**config.mk**
```make
export PLATFORM = sky130hd
export DESIGN_NAME = mt_thread_scheduler
export DESIGN_NICKNAME = d
export VERILOG_FILES = /design/src/rtl/mt_thread_scheduler.sv
export SDC_FILE = /design/constraint.sdc
export NUM_CORES = 1
export LEC_CHECK = 0
export CORE_MARGIN = 8
export CORE_UTILIZATION = 48
export CTS_CLUSTER_DIAMETER = 40
export DETAILED_ROUTE_END_ITERATION = 12
export PLACE_DENSITY_LB_ADDON = 0.3
export SLEW_MARGIN = 20
export SYNTH_ARGS = -nofsm -noshare
export SYNTH_HDL_FRONTEND = slang
export SYNTH_SLANG_ARGS = --single-unit
export TNS_END_PERCENT = 20
```
**constraint.sdc**
```tcl
create_clock -name clk -period 1.8 [get_ports clk]
set_input_delay 0.45 -clock clk [delete_from_list [all_inputs] [get_ports clk]]
set_output_delay 0.45 -clock clk [all_outputs]
set_load 0.01 [all_outputs]
```
**src/rtl/mt_thread_scheduler.sv**
```systemverilog
// Fine-grained round-robin fetch scheduler for the MT MIPS core.
// Tracks READY/BLOCKED/DISABLED per hardware thread and offers one thread id per cycle to fetch.
module mt_thread_scheduler #(
    parameter int unsigned NUM_THREADS = 4,
    parameter int unsigned TID_WIDTH   = 2
) (
    input  logic                   clk,
    input  logic                   rst,
    input  logic [NUM_THREADS-1:0] i_thread_enable,
    input  logic                   i_block_valid,
    input  logic [TID_WIDTH-1:0]   i_block_tid,
    input  logic                   i_unblock_valid,
    input  logic [TID_WIDTH-1:0]   i_unblock_tid,
    input  logic                   i_fetch_ready,
    output logic                   o_fetch_valid,
    output logic [TID_WIDTH-1:0]   o_fetch_tid,
    output logic                   o_squash_valid,
    output logic [TID_WIDTH-1:0]   o_squash_tid,
    output logic [NUM_THREADS-1:0] o_blocked_mask,
    output logic                   o_all_stalled
);

    typedef enum logic [1:0] {
        StReady    = 2'd0,
        StBlocked  = 2'd1,
        StDisabled = 2'd2
    } thread_state_e;

    thread_state_e          state_q [NUM_THREADS];
    thread_state_e          state_d [NUM_THREADS];

    logic [NUM_THREADS-1:0] block_hit;
    logic [NUM_THREADS-1:0] unblock_hit;
    logic [NUM_THREADS-1:0] eligible;
    logic [NUM_THREADS-1:0] blocked_d;
    logic [NUM_THREADS-1:0] blocked_mask_q;
    logic                   ready_any_d;
    logic                   all_stalled_q;

    logic [TID_WIDTH-1:0]   ptr_q, ptr_d;
    logic                   fetch_valid_q, fetch_valid_d;
    logic [TID_WIDTH-1:0]   fetch_tid_q, fetch_tid_d;
    logic                   squash_valid_q, squash_valid_d;
    logic [TID_WIDTH-1:0]   squash_tid_q, squash_tid_d;

    logic                   accept;
    logic [TID_WIDTH-1:0]   arb_base;
    logic [TID_WIDTH-1:0]   arb_cand;
    logic [TID_WIDTH-1:0]   arb_tid;
    logic                   arb_found;

    // Event decode
    always_comb begin
        block_hit   = '0;
        unblock_hit = '0;
        for (int n = 0; n < NUM_THREADS; n++) begin
            block_hit[n]   = i_block_valid && (i_block_tid == TID_WIDTH'(n));
            unblock_hit[n] = i_unblock_valid && (i_unblock_tid == TID_WIDTH'(n));
        end
    end

    // Per-thread next state; disable dominates, then unblock, then block.
    always_comb begin
        ready_any_d = 1'b0;
        blocked_d   = '0;
        eligible    = '0;
        for (int n = 0; n < NUM_THREADS; n++) begin
            state_d[n] = state_q[n];
            if (!i_thread_enable[n]) begin
                state_d[n] = StDisabled;
            end else if (state_q[n] == StDisabled) begin
                state_d[n] = StReady;
            end else begin
                if (unblock_hit[n] && (state_q[n] == StBlocked)) begin
                    state_d[n] = StReady;
                end
                if (block_hit[n] && (state_d[n] == StReady)) begin
                    state_d[n] = StBlocked;
                end
            end
            blocked_d[n] = (state_d[n] == StBlocked);
            if (state_d[n] == StReady) begin
                ready_any_d = 1'b1;
            end
            // A thread hit by a block this cycle must not win the grant.
            eligible[n] = (state_q[n] == StReady) && i_thread_enable[n] && !block_hit[n];
        end
    end

    // Squash only on a real READY->BLOCKED transition.
    always_comb begin
        squash_valid_d = i_block_valid && i_thread_enable[i_block_tid]
                         && (state_q[i_block_tid] == StReady);
        squash_tid_d   = squash_valid_d ? i_block_tid : squash_tid_q;
    end

    // Round-robin search starting one past the base pointer.
    always_comb begin
        accept    = fetch_valid_q && i_fetch_ready;
        arb_base  = accept ? fetch_tid_q : ptr_q;
        arb_found = 1'b0;
        arb_tid   = fetch_tid_q;
        arb_cand  = '0;
        for (int i = 1; i <= NUM_THREADS; i++) begin
            arb_cand = arb_base + TID_WIDTH'(i);
            if (!arb_found && eligible[arb_cand]) begin
                arb_found = 1'b1;
                arb_tid   = arb_cand;
            end
        end
    end

    // Offer handshake
    always_comb begin
        ptr_d         = ptr_q;
        fetch_valid_d = fetch_valid_q;
        fetch_tid_d   = fetch_tid_q;
        if (accept) begin
            ptr_d         = fetch_tid_q;
            fetch_valid_d = arb_found;
            fetch_tid_d   = arb_tid;
        end else if (fetch_valid_q) begin
            // Held offer is withdrawn only if its thread drops out this cycle.
            fetch_valid_d = !(block_hit[fetch_tid_q] || !i_thread_enable[fetch_tid_q]);
        end else begin
            fetch_valid_d = arb_found;
            fetch_tid_d   = arb_tid;
        end
    end

    always_ff @(posedge clk) begin
        if (rst) begin
            for (int n = 0; n < NUM_THREADS; n++) begin
                state_q[n] <= StReady;
            end
            ptr_q          <= TID_WIDTH'(NUM_THREADS - 1);
            fetch_valid_q  <= 1'b0;
            fetch_tid_q    <= '0;
            squash_valid_q <= 1'b0;
            squash_tid_q   <= '0;
            blocked_mask_q <= '0;
            all_stalled_q  <= 1'b0;
        end else begin
            for (int n = 0; n < NUM_THREADS; n++) begin
                state_q[n] <= state_d[n];
            end
            ptr_q          <= ptr_d;
            fetch_valid_q  <= fetch_valid_d;
            fetch_tid_q    <= fetch_tid_d;
            squash_valid_q <= squash_valid_d;
            squash_tid_q   <= squash_tid_d;
            blocked_mask_q <= blocked_d;
            all_stalled_q  <= !ready_any_d;
        end
    end

    assign o_fetch_valid  = fetch_valid_q;
    assign o_fetch_tid    = fetch_tid_q;
    assign o_squash_valid = squash_valid_q;
    assign o_squash_tid   = squash_tid_q;
    assign o_blocked_mask = blocked_mask_q;
    assign o_all_stalled  = all_stalled_q;

endmodule

```
==> results.json <==
{
  "grt.overflow.total": 0,
  "peakVddDrop_uv": 544,
  "timing.final.ws_setup_ns": -0.00984,
  "drt_iter0_drc": 34,
  "initial_core_util": 0.517,
  "synthMuxAreaShare": 0.0391,
  "synth_edf_count": 0,
  "finClkSkew_ns": 0.0116,
  "drt-pass1-iter-count": 5,
  "power.leakage_nw": 0.652,
  "antenna_cells": 0,
  "period_needed_ns": 1.81,
  "die_y_um": 62.2,
  "synth_nets": 127,
  "worst_hold_path_type": "primary input to register",
  "critPathRequiredTime_ns": 2.01,
  "synth_top_family_by_area": "simple AND/OR/NAND/NOR gates",
  "cp-end-kind": "register",
  "numCtsBuffers": 3,
  "dieWidth_um": 62.2,
  "synth_compound_area_frac": 0.208,
  "synth-xor-area-share": 0.00855,
  "max_freq_ghz": 0.553,
  "nets": 182,
  "rrSetupSlack_ns": 0.25,
  "yosysWarnings": 0,
  "drive_above_1_share": 0.292,
  "grt_pass1_wl_mm": 4.60,
  "ioPinCount": 24,
  "port_buffers": 23,
  "cts_tree": "yes",
  "wire_per_inst_um": 14.9,
  "final_cell_mix": "buf_4, clkdlybuf4s50_1, dfxtp_1, nor2_1, a21oi_1",
  "start_kind": "primary input",
  "rsz0062_at_grt": "yes",
  "antenna_found_initial": 0,
  "async_reset_ff_frac": 0,
  "path_delay_family": "simple AND/OR/NAND/NOR gates",
  "insertion_delay_ns": 0.31,
  "worstSetupPathType": "primary input to register",
  "hold_ws_ns": 0.500,
  "syn_area_um2": 1020,
  "postCtsHoldBufs": 0,
  "fin_util": 0.786,
  "place_area_um2": 1480,
  "dp_hpwl_mm": 2.21,
  "powerDensity_nw_per_um2": 681,
  "slowest_delay_ns": 0.70,
  "ant_nets": 0,
  "cp.arrival_ns": 2.02,
  "wl_mm": 2.91,
  "tightest_slew_ns": 0.334,
  "setup_viol": 4,
  "yosysSeqAreaShare": 0.410,
  "post_cts_buffers": 0,
  "worst-path-buf-inv": 1,
  "clockBufferDepth": 2,
  "post-place-ws_ns": -0.381,
  "num_rows": 16,
  "synth_cells": 114,
  "status": "complete, but fails checks",
  "syn_to_final_growth_pct": 52.0,
  "grt_pass1_vias": 1070,
  "failed_checks": "setup timing",
  "ys_top_cells_by_area": "dfxtp_1, nor2_1, a21oi_1",
  "synth-simple-area-share": 0.309,
  "hold_viol": 0,
  "dieArea_um2": 3870,
  "synth_ff_type": "dfxtp_1",
  "track_usage": 0.139,
  "fillers": 135,
  "vias": 1103,
  "worstPathCellList": "clkdlybuf4s50_1 > or4b_2 > a21oi_2 > nor2_1 > and3_1",
  "yosys.area.top_type": "dfxtp_1",
  "cts_sinks": 21,
  "route.detailed.drc": 0,
  "synth-adder-area-share": 0,
  "power_mw": 1.06,
  "drv_cap": 0,
  "final_common_cell": "buf_4",
  "clk_pin_slew_ns": 0.12,
  "avgSynthCellArea_um2": 8.99,
  "cpMaxStageDelayCell": "or4b_2",
  "synth_top_area_frac": 0.410,
  "fin_crit_sh": 1.01,
  "viasPerCell": 5.66,
  "ys_ff_latch": 21,
  "finalMaxSlewViolations": 0,
  "design_area_um2": 1560,
  "yosysUniqueCellTypes": 38,
  "core_area_um2": 1980,
  "gp_congestion": 0.916,
  "cp_max_fo": 2,
  "grt_max_degree": 13,
  "htree_levels": 1,
  "ctsRootBufferMaster": "clkbuf_4",
  "slew_headroom": 0.776
}
-- cells by family (layout without fill, tap and decap cells) --
logic type | after synthesis | in the layout
XOR/XNOR | 1 | 1
AND/OR/NAND/NOR | 55 | 55
flip-flops | 21 | 21
buffers and inverters | 3 | 57
AO/OA/AOI/OAI | 30 | 30
multiplexers | 4 | 4
-- cell type report --
class / instances / area (um2) / share of cell area
repair buffers: 52 / 450 / 0.289
multi-input cells: 90 / 619 / 0.398
flip-flops and latches: 21 / 424 / 0.272
clock buffers: 4 / 26.3 / 0.0169
inverters: 1 / 3.75 / 0.00241
well taps: 27 / 33.8 / 0.0217
-- worst register-to-register path, stage by stage, from the launching register on --
cell	delay, ns
dfxtp_1	0.37
or3b_2	0.47
o22ai_1	0.25
a31oi_1	0.13
a21oi_1	0.18
nor2_1	0.05
-- power by group --
part           leakage, nW  internal, mW  total [mW]  switching (mW)
registers            0.173         0.492       0.518          0.0256
logic                0.464         0.177       0.312           0.134
clock network       0.0150        0.0866       0.231           0.145
total                0.652         0.756        1.06           0.304
-- per-stage QoR --
step / TNS [ns] / instances
5_1_grt: -0.235 / 195
6_report: -0.0204 / 195
3_5_place_dp: -3.46 / 191
2_1_floorplan: 0 / 114
3_3_place_gp: -2.91 / 191
4_1_cts: 0 / 195
-- synth_stat cells, types with 3 or more instances --
cell and count:
dfxtp_1 21, nor2_1 17, a21oi_1 12, nand2_1 7
and2_1 4, mux2i_1 4, nand3_1 4, a31oi_1 3
a32oi_1 3, and3_1 3, nor3b_1 3
-- flip-flops by register name (all words and copies together) (netlist names) --
signal and cells:
o_fetch_tid 2, o_squash_tid 2, o_all_stalled 1, o_squash_valid 1, o_fetch_valid 1, state_q 8
ptr_q 2, o_blocked_mask 4
-- path summary, 6_finish.rpt --
kind	from	to	cells after the start
setup / recovery	i_unblock_tid[1]	o_blocked_mask[0]$_SDFF_PP0_	5
hold / removal	i_block_tid[1]	o_squash_tid[1]$_SDFFE_PP0P_	3
setup reg to reg	state_q[1][1]$_SDFF_PP0_	o_squash_tid[0]$_SDFFE_PP0P_	5
hold reg to reg	state_q[2][0]$_SDFF_PP0_	state_q[2][1]$_SDFF_PP0_	2
-- what timing repair did --
item | in CTS | in global routing
pin swaps | 1 | 1
resized for setup | 2 | 8
endpoints found under the setup margin | 4 | 10
-- routing by layer --
| metal | wire length (um) | up-vias | GRT usage |
|---|---|---|---|
| li1 | - | 535 | - |
| met5 | 0 | - | 0 |
| met2 | 1420 | 45 | 0.241 |
| met3 | 208 | 6 | 0.0556 |
| met1 | 1260 | 517 | 0.157 |
| met4 | 29 | 0 | 0.0233 |
Power figures use the tool's default switching activity.
